File: config.mk
export PLATFORM = sky130hd
export DESIGN_NAME = ring_pattern_decoder
export DESIGN_NICKNAME = d
export VERILOG_FILES = /design/src/rtl/ring_pkg.sv /design/src/rtl/onehot_index.sv /design/src/rtl/ring_pattern_decoder.sv
export SDC_FILE = /design/constraint.sdc
export NUM_CORES = 1
export LEC_CHECK = 0
export CAP_MARGIN = 20
export CELL_PAD_IN_SITES_DETAIL_PLACEMENT = 0
export CELL_PAD_IN_SITES_GLOBAL_PLACEMENT = 1
export CORE_ASPECT_RATIO = 0.8
export CORE_MARGIN = 3
export CORE_UTILIZATION = 44
export DETAILED_ROUTE_END_ITERATION = 8
export GPL_TIMING_DRIVEN = 0
export PLACE_DENSITY_LB_ADDON = 0.08
export SYNTH_ARGS = -nofsm -noshare
export SYNTH_HDL_FRONTEND = slang
export SYNTH_SLANG_ARGS = --single-unit
File: constraint.sdc
create_clock -name clk -period 6.2 [get_ports clk]
set_input_delay 1.24 -clock clk [delete_from_list [all_inputs] [get_ports clk]]
set_output_delay 1.24 -clock clk [all_outputs]
set_load 0.03 [all_outputs]
File: src/rtl/ring_pkg.sv
// Shared types and helpers for the ring pattern decoder.
package ring_pkg;

  // Lock state of the decoder.
  typedef enum logic [1:0] {
    HUNT,
    TRACK,
    LOCKED
  } state_t;

  // Classification of one sample relative to the previous one.
  typedef enum logic [2:0] {
    NONE,
    UP,
    DN,
    HOLD,
    JUMP,
    BAD
  } step_t;

  // Both ring neighbours of an index.
  typedef struct packed {
    logic [31:0] up;
    logic [31:0] dn;
  } nbr_t;

  // Returns (idx+1) mod width and (idx-1) mod width without a divider.
  function automatic nbr_t ring_neighbours(input logic [31:0] idx,
                                           input logic [31:0] width);
    nbr_t n;
    n.up = (idx == width - 32'd1) ? 32'd0 : idx + 32'd1;
    n.dn = (idx == 32'd0) ? width - 32'd1 : idx - 32'd1;
    return n;
  endfunction

endpackage

File: src/rtl/onehot_index.sv
// Combinational one-hot checker: flags words with exactly one bit set
// and returns the position of the highest set bit.
module onehot_index #(
  parameter int WIDTH = 4
) (
  input  logic [WIDTH-1:0]         in,
  output logic                     legal,
  output logic [$clog2(WIDTH)-1:0] idx
);

  localparam int IW = $clog2(WIDTH);

  logic [IW:0] w_cnt;

  // Population count and bit position in a single scan.
  always_comb begin
    w_cnt = '0;
    idx   = '0;
    for (int i = 0; i < WIDTH; i++) begin
      if (in[i]) begin
        w_cnt = w_cnt + 1'b1;
        idx   = IW'(i);
      end
    end
    legal = (w_cnt == (IW + 1)'(1));
  end

endmodule

File: src/rtl/ring_pattern_decoder.sv
// Receive-side decoder for a rotating one-hot ring word: decodes the
// active position, locks onto a steady rotation direction, flags bad
// steps while locked and counts full revolutions.
module ring_pattern_decoder
  import ring_pkg::*;
#(
  parameter int WIDTH      = 4,
  parameter int LOCK_COUNT = 3,
  parameter int MISS_LIMIT = 2,
  parameter int CNT_W      = 16
) (
  input  logic                     clk,
  input  logic                     reset,
  input  logic [WIDTH-1:0]         in,
  output logic [$clog2(WIDTH)-1:0] pos,
  output logic                     pos_valid,
  output logic                     dir,
  output logic                     locked,
  output logic                     err,
  output logic                     rev_pulse,
  output logic [CNT_W-1:0]         rev_count
);

  localparam int IW     = $clog2(WIDTH);
  localparam int TRK_W  = $clog2(LOCK_COUNT + 1);
  localparam int MISS_W = $clog2(MISS_LIMIT + 1);

  // Current sample decode.
  logic          w_cur_legal;
  logic [IW-1:0] w_cur_idx;

  // Previous sample, updated every edge whether legal or not.
  logic          r_last_legal;
  logic [IW-1:0] r_last_idx;

  // Control state.
  state_t           r_state;
  logic [TRK_W-1:0] r_trk_cnt;
  logic             r_cand_dir;
  logic [MISS_W-1:0] r_miss;

  // Registered outputs.
  logic [IW-1:0]    r_pos;
  logic             r_pos_valid;
  logic             r_dir;
  logic             r_locked;
  logic             r_err;
  logic             r_rev_pulse;
  logic [CNT_W-1:0] r_rev_count;

  // Next-state values.
  step_t             w_step;
  nbr_t              w_nbr;
  logic              w_step_up;
  logic              w_in_dir;
  state_t            w_state_nxt;
  logic [TRK_W-1:0]  w_trk_nxt;
  logic [TRK_W-1:0]  w_trk_step;
  logic              w_cand_nxt;
  logic [MISS_W-1:0] w_miss_nxt;
  logic [MISS_W-1:0] w_miss_step;
  logic              w_dir_nxt;
  logic              w_err_nxt;
  logic              w_rev_nxt;
  logic [CNT_W-1:0]  w_cnt_nxt;

  onehot_index #(
    .WIDTH(WIDTH)
  ) u_cur_idx (
    .in   (in),
    .legal(w_cur_legal),
    .idx  (w_cur_idx)
  );

  // Classify the step from the previous sample to the current one.
  always_comb begin
    w_nbr = ring_neighbours(32'(r_last_idx), 32'(WIDTH));
    if (!w_cur_legal)
      w_step = BAD;
    else if (!r_last_legal)
      w_step = NONE;
    else if (w_cur_idx == r_last_idx)
      w_step = HOLD;
    else if (32'(w_cur_idx) == w_nbr.up)
      w_step = UP;
    else if (32'(w_cur_idx) == w_nbr.dn)
      w_step = DN;
    else
      w_step = JUMP;
  end

  // Lock FSM next state plus err/revolution bookkeeping.
  always_comb begin
    w_state_nxt = r_state;
    w_trk_nxt   = r_trk_cnt;
    w_trk_step  = r_trk_cnt;
    w_cand_nxt  = r_cand_dir;
    w_miss_nxt  = r_miss;
    w_miss_step = r_miss + MISS_W'(1);
    w_dir_nxt   = r_dir;
    w_err_nxt   = 1'b0;
    w_rev_nxt   = 1'b0;
    w_cnt_nxt   = r_rev_count;
    w_step_up   = (w_step == UP);
    w_in_dir    = (w_step == UP && r_dir) || (w_step == DN && !r_dir);

    case (r_state)
      HUNT: begin
        if (w_cur_legal) begin
          w_state_nxt = TRACK;
          w_trk_nxt   = '0;
        end
      end

      TRACK: begin
        case (w_step)
          BAD: begin
            w_state_nxt = HUNT;
            w_trk_nxt   = '0;
          end
          UP, DN: begin
            // A fresh run or a direction reversal restarts the count at 1.
            if (r_trk_cnt == '0 || w_step_up != r_cand_dir) begin
              w_cand_nxt = w_step_up;
              w_trk_step = TRK_W'(1);
            end else begin
              w_trk_step = r_trk_cnt + TRK_W'(1);
            end
            if (w_trk_step == TRK_W'(LOCK_COUNT)) begin
              w_state_nxt = LOCKED;
              w_dir_nxt   = w_cand_nxt;
              w_miss_nxt  = '0;
              w_trk_nxt   = '0;
            end else begin
              w_trk_nxt = w_trk_step;
            end
          end
          default: w_trk_nxt = '0;
        endcase
      end

      LOCKED: begin
        if (w_in_dir) begin
          w_miss_nxt = '0;
          if (w_cur_idx == '0) begin
            w_rev_nxt = 1'b1;
            w_cnt_nxt = r_rev_count + CNT_W'(1);
          end
        end else if (w_step != NONE) begin
          // A legal word right after an illegal one has no step to judge,
          // so it neither counts as a miss nor clears one.
          w_err_nxt = 1'b1;
          if (w_miss_step == MISS_W'(MISS_LIMIT)) begin
            w_state_nxt = HUNT;
            w_miss_nxt  = '0;
            w_trk_nxt   = '0;
          end else begin
            w_miss_nxt = w_miss_step;
          end
        end
      end

      default: w_state_nxt = HUNT;
    endcase
  end

  // State and output registers; reset clears everything asynchronously.
  always_ff @(posedge clk or posedge reset) begin
    if (reset) begin
      r_state      <= HUNT;
      r_last_legal <= 1'b0;
      r_last_idx   <= '0;
      r_trk_cnt    <= '0;
      r_cand_dir   <= 1'b0;
      r_miss       <= '0;
      r_pos        <= '0;
      r_pos_valid  <= 1'b0;
      r_dir        <= 1'b0;
      r_locked     <= 1'b0;
      r_err        <= 1'b0;
      r_rev_pulse  <= 1'b0;
      r_rev_count  <= '0;
    end else begin
      r_state      <= w_state_nxt;
      r_last_legal <= w_cur_legal;
      r_last_idx   <= w_cur_idx;
      r_trk_cnt    <= w_trk_nxt;
      r_cand_dir   <= w_cand_nxt;
      r_miss       <= w_miss_nxt;
      r_pos        <= w_cur_legal ? w_cur_idx : '0;
      r_pos_valid  <= w_cur_legal;
      r_dir        <= w_dir_nxt;
      r_locked     <= (w_state_nxt == LOCKED);
      r_err        <= w_err_nxt;
      r_rev_pulse  <= w_rev_nxt;
      r_rev_count  <= w_cnt_nxt;
    end
  end

  assign pos       = r_pos;
  assign pos_valid = r_pos_valid;
  assign dir       = r_dir;
  assign locked    = r_locked;
  assign err       = r_err;
  assign rev_pulse = r_rev_pulse;
  assign rev_count = r_rev_count;

endmodule
Yosys cells after proc, flatten, opt, wreduce, memory -nomap -nowiden

Cells that the tools add are included.

Register bits: 32
Latch bits: 0
Bits in writable memories: 0
ROM bits: 0
Bits of input ports: 6
Output and inout port bits: 23
Word-level logic and storage cells: 104
Memories: 0

$add $sub $neg: 8
Multipliers: 0
Divide/modulo/power cells: 0
$lt $le $gt $ge: 0
Equal/unequal tests: 21
Shift-type cells: 0
Muxes and demuxes: 45
Bitwise gates (word level): 0
Reductions and logical operators: 18

Operator list:

| operator                                                               | count |
|---|---|
| 2-bit two-way mux                                                      | 22 |
| 2-bit by 32-bit equality test with 1-bit output                        | 1 |
| 32-bit two-way mux                                                     | 1 |
| 3-bit two-way mux                                                      | 9 |
| 16-bit by 1-bit adder with 16-bit output (second input constant)       | 1 |
| 2-bit != test (second input constant)                                  | 6 |
| 2-bit one-hot mux with 3 select lines                                  | 2 |
| 2-bit equality test (second input constant)                            | 5 |
| 1-bit two-way mux                                                      | 9 |
| 2-bit logical NOT                                                      | 4 |
| 2-bit one-hot mux with 2 select lines                                  | 2 |
| 3-bit by 1-bit adder with 3-bit output (second input constant)         | 2 |
| 3-bit by 1-bit equality test with 1-bit output (second input constant) | 2 |
| 3-bit AND reduction                                                    | 2 |
| 3-bit nonzero test                                                     | 2 |
| 5-bit AND reduction                                                    | 1 |
| 2-bit by 1-bit adder with 2-bit output (second input constant)         | 2 |
| 4-bit AND reduction                                                    | 1 |
| 2-bit by 1-bit adder with 3-bit output (second input constant)         | 1 |
| 2-bit by 3-bit equality test with 1-bit output                         | 1 |
| 3-bit by 2-bit equality test with 1-bit output (second input constant) | 1 |
| 3-bit equality test (second input constant)                            | 1 |
| 3-bit != test (second input constant)                                  | 1 |
| 2-bit by 1-bit subtractor with 3-bit output (second input constant)    | 1 |
| other kinds (10)                                                       | 12 |

Logic depth before layout (Yosys ltp)

Gate-level depths: netlist (run 1).

Word-level depth: 20
Depth in mapped cells: 12
Gate-level depth less buffers: 11

Hierarchy

A second synthesis (run 1) with hierarchy kept.

Cells, all modules: 156
Area total of the unflattened synthesis: 1667.8 µm²

By module, submodules not included:

| module               | instances | cells each | area an instance (µm²) | seq. area each (µm²) |
|---|---|---|---|---|
| ring_pattern_decoder | 1         | 141        | 1550.2                 | 800.8 |
| onehot_index         | 1         | 15         | 117.6                  | 0.0 |

Worst setup path after synthesis (run 1)

Ideal clock, no wire load.

Path type: input to register
Start point: input in[0]
End point: register r_rev_count[1] (netlist: rev_count[1])
Setup time: 125 ps
Arrival: 3608 ps
Required time: 6075 ps
Path slack: 2467 ps
Stages on the path: 11
Buffers on the path: 1
Path through: inv_1 -> ha_1 -> xor2_1 -> ha_1 -> nor2b_1 -> a22oi_1 -> a211o_1 -> a2111o_1 -> buf_6 -> nor2_1 -> mux2_2

Longest elaborated chain between the ends: 13
Elaborated cells on any way between the ends: 15
Those cells by class: 3 x add/sub; 3 x eq/ne; 5 x mux; 4 x reduce/logical

RTL lines:

| element                                                                                                          | RTL line                    | text |
|---|---|---|
| start: declaration                                                                                               | ring_pattern_decoder.sv:14  | `input logic [WIDTH-1:0] in,` |
| 1-bit two-way mux (*)                                                                                            | onehot_index.sv:20          | `if (in[i]) begin` |
| 1-bit by 1-bit adder with 2-bit output                                                                           | onehot_index.sv:21          | `w_cnt = w_cnt + 1'b1;` |
| 3-bit two-way mux (*)                                                                                            | onehot_index.sv:20          |  |
| 3-bit by 1-bit adder with 3-bit output                                                                           | onehot_index.sv:21          |  |
| 3-bit two-way mux (*)                                                                                            | onehot_index.sv:20          |  |
| 3-bit by 1-bit adder with 3-bit output                                                                           | onehot_index.sv:21          |  |
| 3-bit two-way mux (*)                                                                                            | onehot_index.sv:20          |  |
| 3-bit by 1-bit equality test with 1-bit output (*)                                                               | onehot_index.sv:25          | `legal = (w_cnt == (IW + 1)'(1));` |
| 3-bit two-way mux (*)                                                                                            | ring_pattern_decoder.sv:78  | `if (!w_cur_legal)` |
| 3-bit by 1-bit equality test with 1-bit output or 3-bit by 2-bit equality test with 1-bit output (tied branches) | ring_pattern_decoder.sv:105 | `w_in_dir = (w_step == UP && r_dir) \|\| (w_step == DN && !r_dir);` |
| 1-bit logical AND                                                                                                | ring_pattern_decoder.sv:105 |  |
| 1-bit logical OR (*)                                                                                             | ring_pattern_decoder.sv:105 |  |
| 3-bit AND reduction (no line) (*)                                                                                | -                           |  |
| end signal: assignment                                                                                           | ring_pattern_decoder.sv:196 | `r_rev_count <= w_cnt_nxt;` |
| end: declaration                                                                                                 | ring_pattern_decoder.sv:49  | `logic [CNT_W-1:0] r_rev_count;` |

Mark *: on every way between the ends. The rest lies on a longest branch, timed or not.
A chain may end at the register's enable or synchronous reset.

Worst setup path in the final report (run 1)

Start point: input in[1]
End point: register r_miss[1]

Longest elaborated chain between the ends: 18
Elaborated cells on any way between the ends: 36
Those cells by class: 2 x add/sub; 11 x eq/ne; 16 x mux; 7 x reduce/logical

RTL lines:

| element                                                                        | RTL line                                                                              | text |
|---|---|---|
| branches (longest 8 deep; another with 3-bit by 1-bit adder with 3-bit output) | -                                                                                     |  |
| 3-bit two-way mux (*)                                                          | ring_pattern_decoder.sv:78                                                            |  |
| 3-bit by 1-bit equality test with 1-bit output                                 | ring_pattern_decoder.sv:104, ring_pattern_decoder.sv:105, ring_pattern_decoder.sv:116 |  |
| 1-bit != test                                                                  | ring_pattern_decoder.sv:123                                                           | `if (r_trk_cnt == '0 \|\| w_step_up != r_cand_dir) begin` |
| 1-bit logical OR                                                               | ring_pattern_decoder.sv:123                                                           |  |
| 2-bit two-way mux                                                              | ring_pattern_decoder.sv:123                                                           |  |
| 2-bit two-way mux                                                              | ring_pattern_decoder.sv:116                                                           | `case (w_step)` |
| 2-bit two-way mux                                                              | ring_pattern_decoder.sv:107                                                           | `case (r_state)` |
| 2-bit equality test                                                            | ring_pattern_decoder.sv:129                                                           | `if (w_trk_step == TRK_W'(LOCK_COUNT)) begin` |
| 2-bit != test (no line)                                                        | -                                                                                     |  |
| 4-bit AND reduction (no line)                                                  | -                                                                                     |  |
| end signal: assignment                                                         | ring_pattern_decoder.sv:189                                                           | `r_miss <= w_miss_nxt;` |
| end: declaration                                                               | ring_pattern_decoder.sv:40                                                            | `logic [MISS_W-1:0] r_miss;` |

Mark *: on every way between the ends. The select of a mux whose other input is x is not followed.

==> impl_metrics.toml, run 1 <==
[status]
outcome = "finished, final reports clean"

[power_and_ir_drop]
ir_drop_mv = 0.128
power_uw = 466
power.density_mw_per_mm2 = 200
p_leak_uw = 0.00104

[clock_tree]
clock-sinks = 32
numCtsBuffers = 5
post_cts_buffers = 0
path_clk_slew_ns = 0.06
cts_htree_levels = 2
cts_hold_buf = 0
root_buffer = "clkbuf_8"
worstSkewPairLatency_ns = 0.28
cts-resized-gates = 0
cts_buffer_depth = 2
cts_tree = "yes"

[routing]
avgViaCountPerCell = 5.29
ant_nets = 0
wirelength_mm = 4.02
drt_iter0_markers = 66
wire_per_inst_um = 14.6
dr.pass1.iters = 4
drc = 0
vias = 1455

[floorplan]
rows = 20
die_h_um = 64.1
die_w_um = 78.6
ios = 29
dieArea_mm2 = 0.00503
initial_utilization_pct = 47.2
core_area_mm2 = 0.00393

[global_route]
grt_pass1_wl_mm = 6.87
grt_pass1_vias = 1467
antenna_found_initial = 0
track_usage_pct = 17.5
gr-total-overflow = 0
grt_max_degree = 24

[placement]
portBuffers = 28
dp_hpwl_mm = 3.02
dpl-instance-area_mm2 = 0.00223
place_congestion = 0.772
placed_cells = 268

[sta]
slew_viol_final = 0
maxSlewHeadroom_pct = 66.4
tightest_slew_ns = 0.503
fin_crit_ns = 4.45
hold_ws_ns = 0.467
setup_viol = 0
min_period_over_period_pct = 71.7
setup_tns_ns = 0
clock_skew_ns = 0.00494
rsz0062_at_grt = "no"
max_freq_mhz = 225
hold_viol_final = 0

[final_layout]
fin_nets = 233
stdcell_count = 275
fillCellCount = 346
diodes = 0
design_area_mm2 = 0.00233
drive_gt1_share_pct = 10.9
area_growth_pct = 25.5

[synth]
async_reset_ff_share_pct = 100
yosysWarnings = 0
ys.flop_type = "dfrtp_1"
ys_types = 51
syn_area_per_cell_um2 = 10.1
synthCells = 184
netlist_area_mm2 = 0.00185
synth_fp_nets = 197
synth-seq-cells = 32
ys_seq_area_share_pct = 43.2
synth_edf_count = 0

[hold_path]
worstHoldPathCells = 1
worstHoldStart = "rev_count[15]$_DFFE_PP0P_"
holdPathEnd = "rev_count[15]$_DFFE_PP0P_"
hp-class = "reg -> reg"

[worst_setup_path]
timing.rr.start = "r_last_idx[0]$_DFF_PP0_"
critPathRequiredTime_ns = 6.37
crit_path_start = "in[1]"
r2r_cells = 8
reg2reg_to = "rev_count[1]$_DFFE_PP0P_"
critPathArrivalTime_ns = 4.61
reg2reg_setup_slack_ns = 3.37
critPathCaptureType = "flip-flop"
path_max_fanout = 10
start_kind = "input port"
path_class = "in -> reg"

[run]
cap_violations = 0
==> metal layers <==
layer | global-route usage (%) | vias up | share of wire [%]
met2 | 25.7 | 32 | 43
li1 | - | 727 | -
met1 | 25.1 | 686 | 51
met4 | 5.24 | 0 | 1.6
met5 | 0 | - | 0
met3 | 4.65 | 10 | 4.5
==> logic make-up after synthesis <==
group | Yosys count | synth area share, %
buffers and inverters | 24 | 6.14
flip-flops | 32 | 43.2
XOR/XNOR | 19 | 8.97
multiplexers | 4 | 2.29
AO/OA/AOI/OAI | 27 | 12.1
adder cells (fa/ha/maj) | 7 | 4.72
AND/OR/NAND/NOR | 71 | 22.5
==> report_power, final <==
part	leakage, µW	switching (µW)	internal, µW
Combinational	0.000562	41.2	30.2
Clock	0.0000503	73.3	98.8
Sequential	0.000430	6.89	215
==> how the worst max path moves through the flow <==
stage | endpoint | cells past startpoint
after floorplan | rev_count[1]$_DFFE_PP0P_ | 11
after global placement | dir$_DFFE_PP0P_ | 12
after detailed placement | r_miss[1]$_DFFE_PP0P_ | 12
after CTS | r_miss[1]$_DFFE_PP0P_ | 12
after global routing | dir$_DFFE_PP0P_ | 12
final | r_miss[1]$_DFFE_PP0P_ | 12
==> layout make-up <==
class                   instances  area [µm²]  area share, %
multi-input cells             128         940           40.4
flip-flops and latches         32         801           34.4
repair buffers                 29         308           13.2
clock buffers                   7        96.3           4.14
well taps                      55        68.8           2.96
inverters                      16        60.1           2.58
plain buffers                   8        53.8           2.31
==> registers in the layout, summed over array words and instances (netlist names) <==
| register | flops |
|---|---|
| rev_pulse | 1 |
| err | 1 |
| r_miss | 2 |
| r_last_idx | 2 |
| pos | 2 |
| r_state | 2 |
| pos_valid | 1 |
| rev_count | 16 |
| r_cand_dir | 1 |
| r_trk_cnt | 2 |
| dir | 1 |
| locked | 1 |
==> Yosys cell counts, types with 3 or more instances <==
cell | count | share of area, %
nor2_1 | 10 | 2.0
dfrtp_1 | 32 | 43
nor3_1 | 5 | 1.3
and2_1 | 3 | 1.0
o31a_1 | 3 | 1.4
ha_1 | 7 | 4.7
nor2b_1 | 5 | 1.7
buf_2 | 4 | 1.1
inv_1 | 16 | 3.2
nand3_1 | 8 | 2.2
nor4_1 | 8 | 2.7
nand2_1 | 10 | 2.0
xor2_1 | 17 | 8.0
nor3b_1 | 5 | 2.0
==> worst max-delay path: stages <==
cell and delay (ns):
clkdlybuf4s50_1 0.63, inv_1 0.08, ha_1 0.36, xor2_1 0.17, ha_1 0.30, nor2b_1 0.17, a22oi_1 0.11, a211o_1 0.35
buf_2 0.19, a2111oi_2 0.48, o211ai_1 0.25, a31o_2 0.29
==> layout by cell type (no fill, tap or decap), types with 7 or more instances in the layout <==
| cell type | instances |
|---|---|
| dfrtp_1 | 32 |
| nand3_1 | 8 |
| xor2_1 | 17 |
| nor4_1 | 8 |
| clkdlybuf4s50_1 | 28 |
| nand2_1 | 10 |
| nor2_1 | 10 |
| clkbuf_8 | 7 |
| inv_1 | 16 |
| ha_1 | 7 |
==> per-stage QoR <==
stage | worst slack (ns) | utilization, %
final | 1.75 | 59.2
after global routing | 1.51 | 59.2
after CTS | 1.76 | 59.2
after detailed placement | 1.49 | 56.8
after global placement | 1.56 | 56.1
after floorplan | 2.47 | -
(Power assumes the default switching activity.)
==> run 2, diff against run 1 <==
Settings changed: CORE_UTILIZATION 44 to 37.
Clock period 6.2 ns to 3.56 ns, I/O delays scaled along.
==> run 2 against run 1 <==
Effect of this change: critical path depth increased by 1; worst hold slack worse by 0.0031 ns; critical endpoint is now r_trk_cnt[0]$_DFFE_PP0P_; die area up 17%; final area rose by 3.6%; final cell count is 2.2% higher; via count grew 1.0%; sequential power rose by 75%; highest routed layer unchanged; routed wire length rose by 0.85%; flip-flop and latch count stayed put; register-to-register slack lost 2.6 ns; critical path type unchanged.
==> impl_metrics.toml, run 2 (synthesis results as in run 1) <==
[status]
outcome = "finished, final reports clean"

[worst_setup_path]
critPathCaptureType = "flip-flop"
timing.rr.start = "r_last_idx[0]$_DFF_PP0_"
start_kind = "input port"
crit_chain = "clkdlybuf4s50_1, inv_1, ha_4, xor2_2, ha_1, nor2b_2, a211oi_1, a211o_1, buf_2, inv_1, a211oi_1, a31oi_1, a22o_1"
reg2reg_to = "rev_count[11]$_DFFE_PP0P_"
r2r_cells = 9
slowest_stage = "clkdlybuf4s50_1"
worst-path-buf-inv = 4
path_class = "in -> reg"
path_max_fanout = 10
crit_path_max_incr_delay_ns = 0.48
reg2reg_setup_slack_ns = 0.79
critPathRequiredTime_ns = 3.74
critPathArrivalTime_ns = 3.59
crit_family = "compound AO/OA/AOI/OAI gates"

[routing]
wirelength_mm = 4.06
drc = 0
avgViaCountPerCell = 5.23
drt_iter0_markers = 87
vias = 1470
wire_per_inst_um = 14.4
dr.pass1.iters = 4
ant_nets = 0

[hold_path]
hp-class = "reg -> reg"
holdPathEnd = "rev_count[15]$_DFFE_PP0P_"
worstHoldStart = "rev_count[15]$_DFFE_PP0P_"
worstHoldPathCells = 1

[power_and_ir_drop]
ir_drop_mv = 0.171
power.density_mw_per_mm2 = 373
p_leak_uw = 0.00106

[final_layout]
area_growth_pct = 30.0
diodes = 0
register_area_um2 = 801
fillCellCount = 423
largest_reg_flops = 16
final_cell_mix = "dfrtp_1 (32), clkdlybuf4s50_1 (27), inv_1 (16), xor2_1 (16), nand2_1 (10)"
drive_gt1_share_pct = 14.0
multiInputGateArea_um2 = 988
layout_commonest_cell = "dfrtp_1"
fin_nets = 233

[floorplan]
ios = 29
initial_utilization_pct = 39.4
dieArea_mm2 = 0.00590
die_h_um = 69.3
die_w_um = 85.2
rows = 22
core_area_mm2 = 0.00471

[clock_tree]
worstSkewPairLatency_ns = 0.29
cts_buffer_depth = 2
root_buffer = "clkbuf_8"
path_clk_slew_ns = 0.07
cts_hold_buf = 0
cts_htree_levels = 2
post_cts_buffers = 0
cts_tree = "yes"
numCtsBuffers = 5
clock-sinks = 32

[global_route]
grt_pass1_vias = 1422
use_met3_pct = 5.94
antenna_found_initial = 0
grt_pass1_wl_mm = 6.95
grtUsageMet2_pct = 19.8
grt-busiest-layer = "met1"
track_usage_pct = 14.8
gr-total-overflow = 0
use_met1_pct = 21.0
grt_max_degree = 24

[sta]
fin_crit_ns = 3.41
setup_viol = 0
hold_viol_final = 0
maxSlewHeadroom_pct = 67.5
tightest_slew_ns = 0.487
max_freq_mhz = 293
worst_slack_ns = 0.151
rsz0062_at_grt = "no"
min_period_over_period_pct = 95.7
hold_ws_ns = 0.464
slew_viol_final = 0
clock_skew_ns = 0.0124

[placement]
dp_hpwl_mm = 2.92
place_congestion = 0.762
portBuffers = 28
dp_slack_ns = -0.571

[run]
cap_violations = 0
-- run 2: cell types whose count changed in the layout (fill, tap and decap cells not counted), sizes merged --
cell           previous run  this run
dlygate4sd2               0         1
bufinv                    0         1
clkdlybuf4s50            28        27
-- run 2: repair_timing --
| action | in CTS | in global routing |
|---|---|---|
| gates resized for setup | 6 | 2 |
| pin swaps | 0 | 2 |
| setup endpoints to repair | 24 | 20 |
-- run 2: through the flow --
step	TNS, ns	instance area, µm²	cells	util [%]	power (µW)
after global placement	-9.86	2210	272	46.9	512
after detailed placement	-11.24	2240	273	47.5	519
after floorplan	0	1850	184	-	478
final	0	2410	281	51.2	900
after global routing	0	2410	281	51.2	949
after CTS	0	2400	281	51.0	909
-- run 2: how the worst max path moves through the flow --
| stage | to | slack (ns) | start | cells after the start |
|---|---|---|---|---|
| after global routing | rev_count[11]$_DFFE_PP0P_ | 0.02 | in[0] | 13 |
| after CTS | rev_count[11]$_DFFE_PP0P_ | 0.09 | in[0] | 13 |
| after floorplan | rev_count[1]$_DFFE_PP0P_ | 0.36 | in[0] | 11 |
| after detailed placement | dir$_DFFE_PP0P_ | -0.57 | in[1] | 12 |
| after global placement | dir$_DFFE_PP0P_ | -0.57 | in[1] | 12 |
| final | r_trk_cnt[0]$_DFFE_PP0P_ | 0.15 | in[0] | 13 |
-- run 2: metal layers --
metal  part of all wire [%]  vias up
li1                       -      731
met1                     51      706
met2                     41       27
met3                    6.1        6
met4                    1.5        0
met5                      0        -
-- run 2: area by class of cell --
class                   count  share of cell area (%)
multi-input cells         128                    41.0
flip-flops and latches     32                    33.2
repair buffers             29                    12.7
clock buffers               7                    4.00
well taps                  60                    3.11
inverters                  16                    2.49
plain buffers               8                    2.23
clock inverters             1                    1.25
-- run 2: where the power goes --
part | switching (µW) | internal (µW) | total, µW
sequential | 13.0 | 375 | 388
combinational | 76.5 | 55.6 | 132
clock | 133 | 247 | 379
total | 222 | 678 | 900
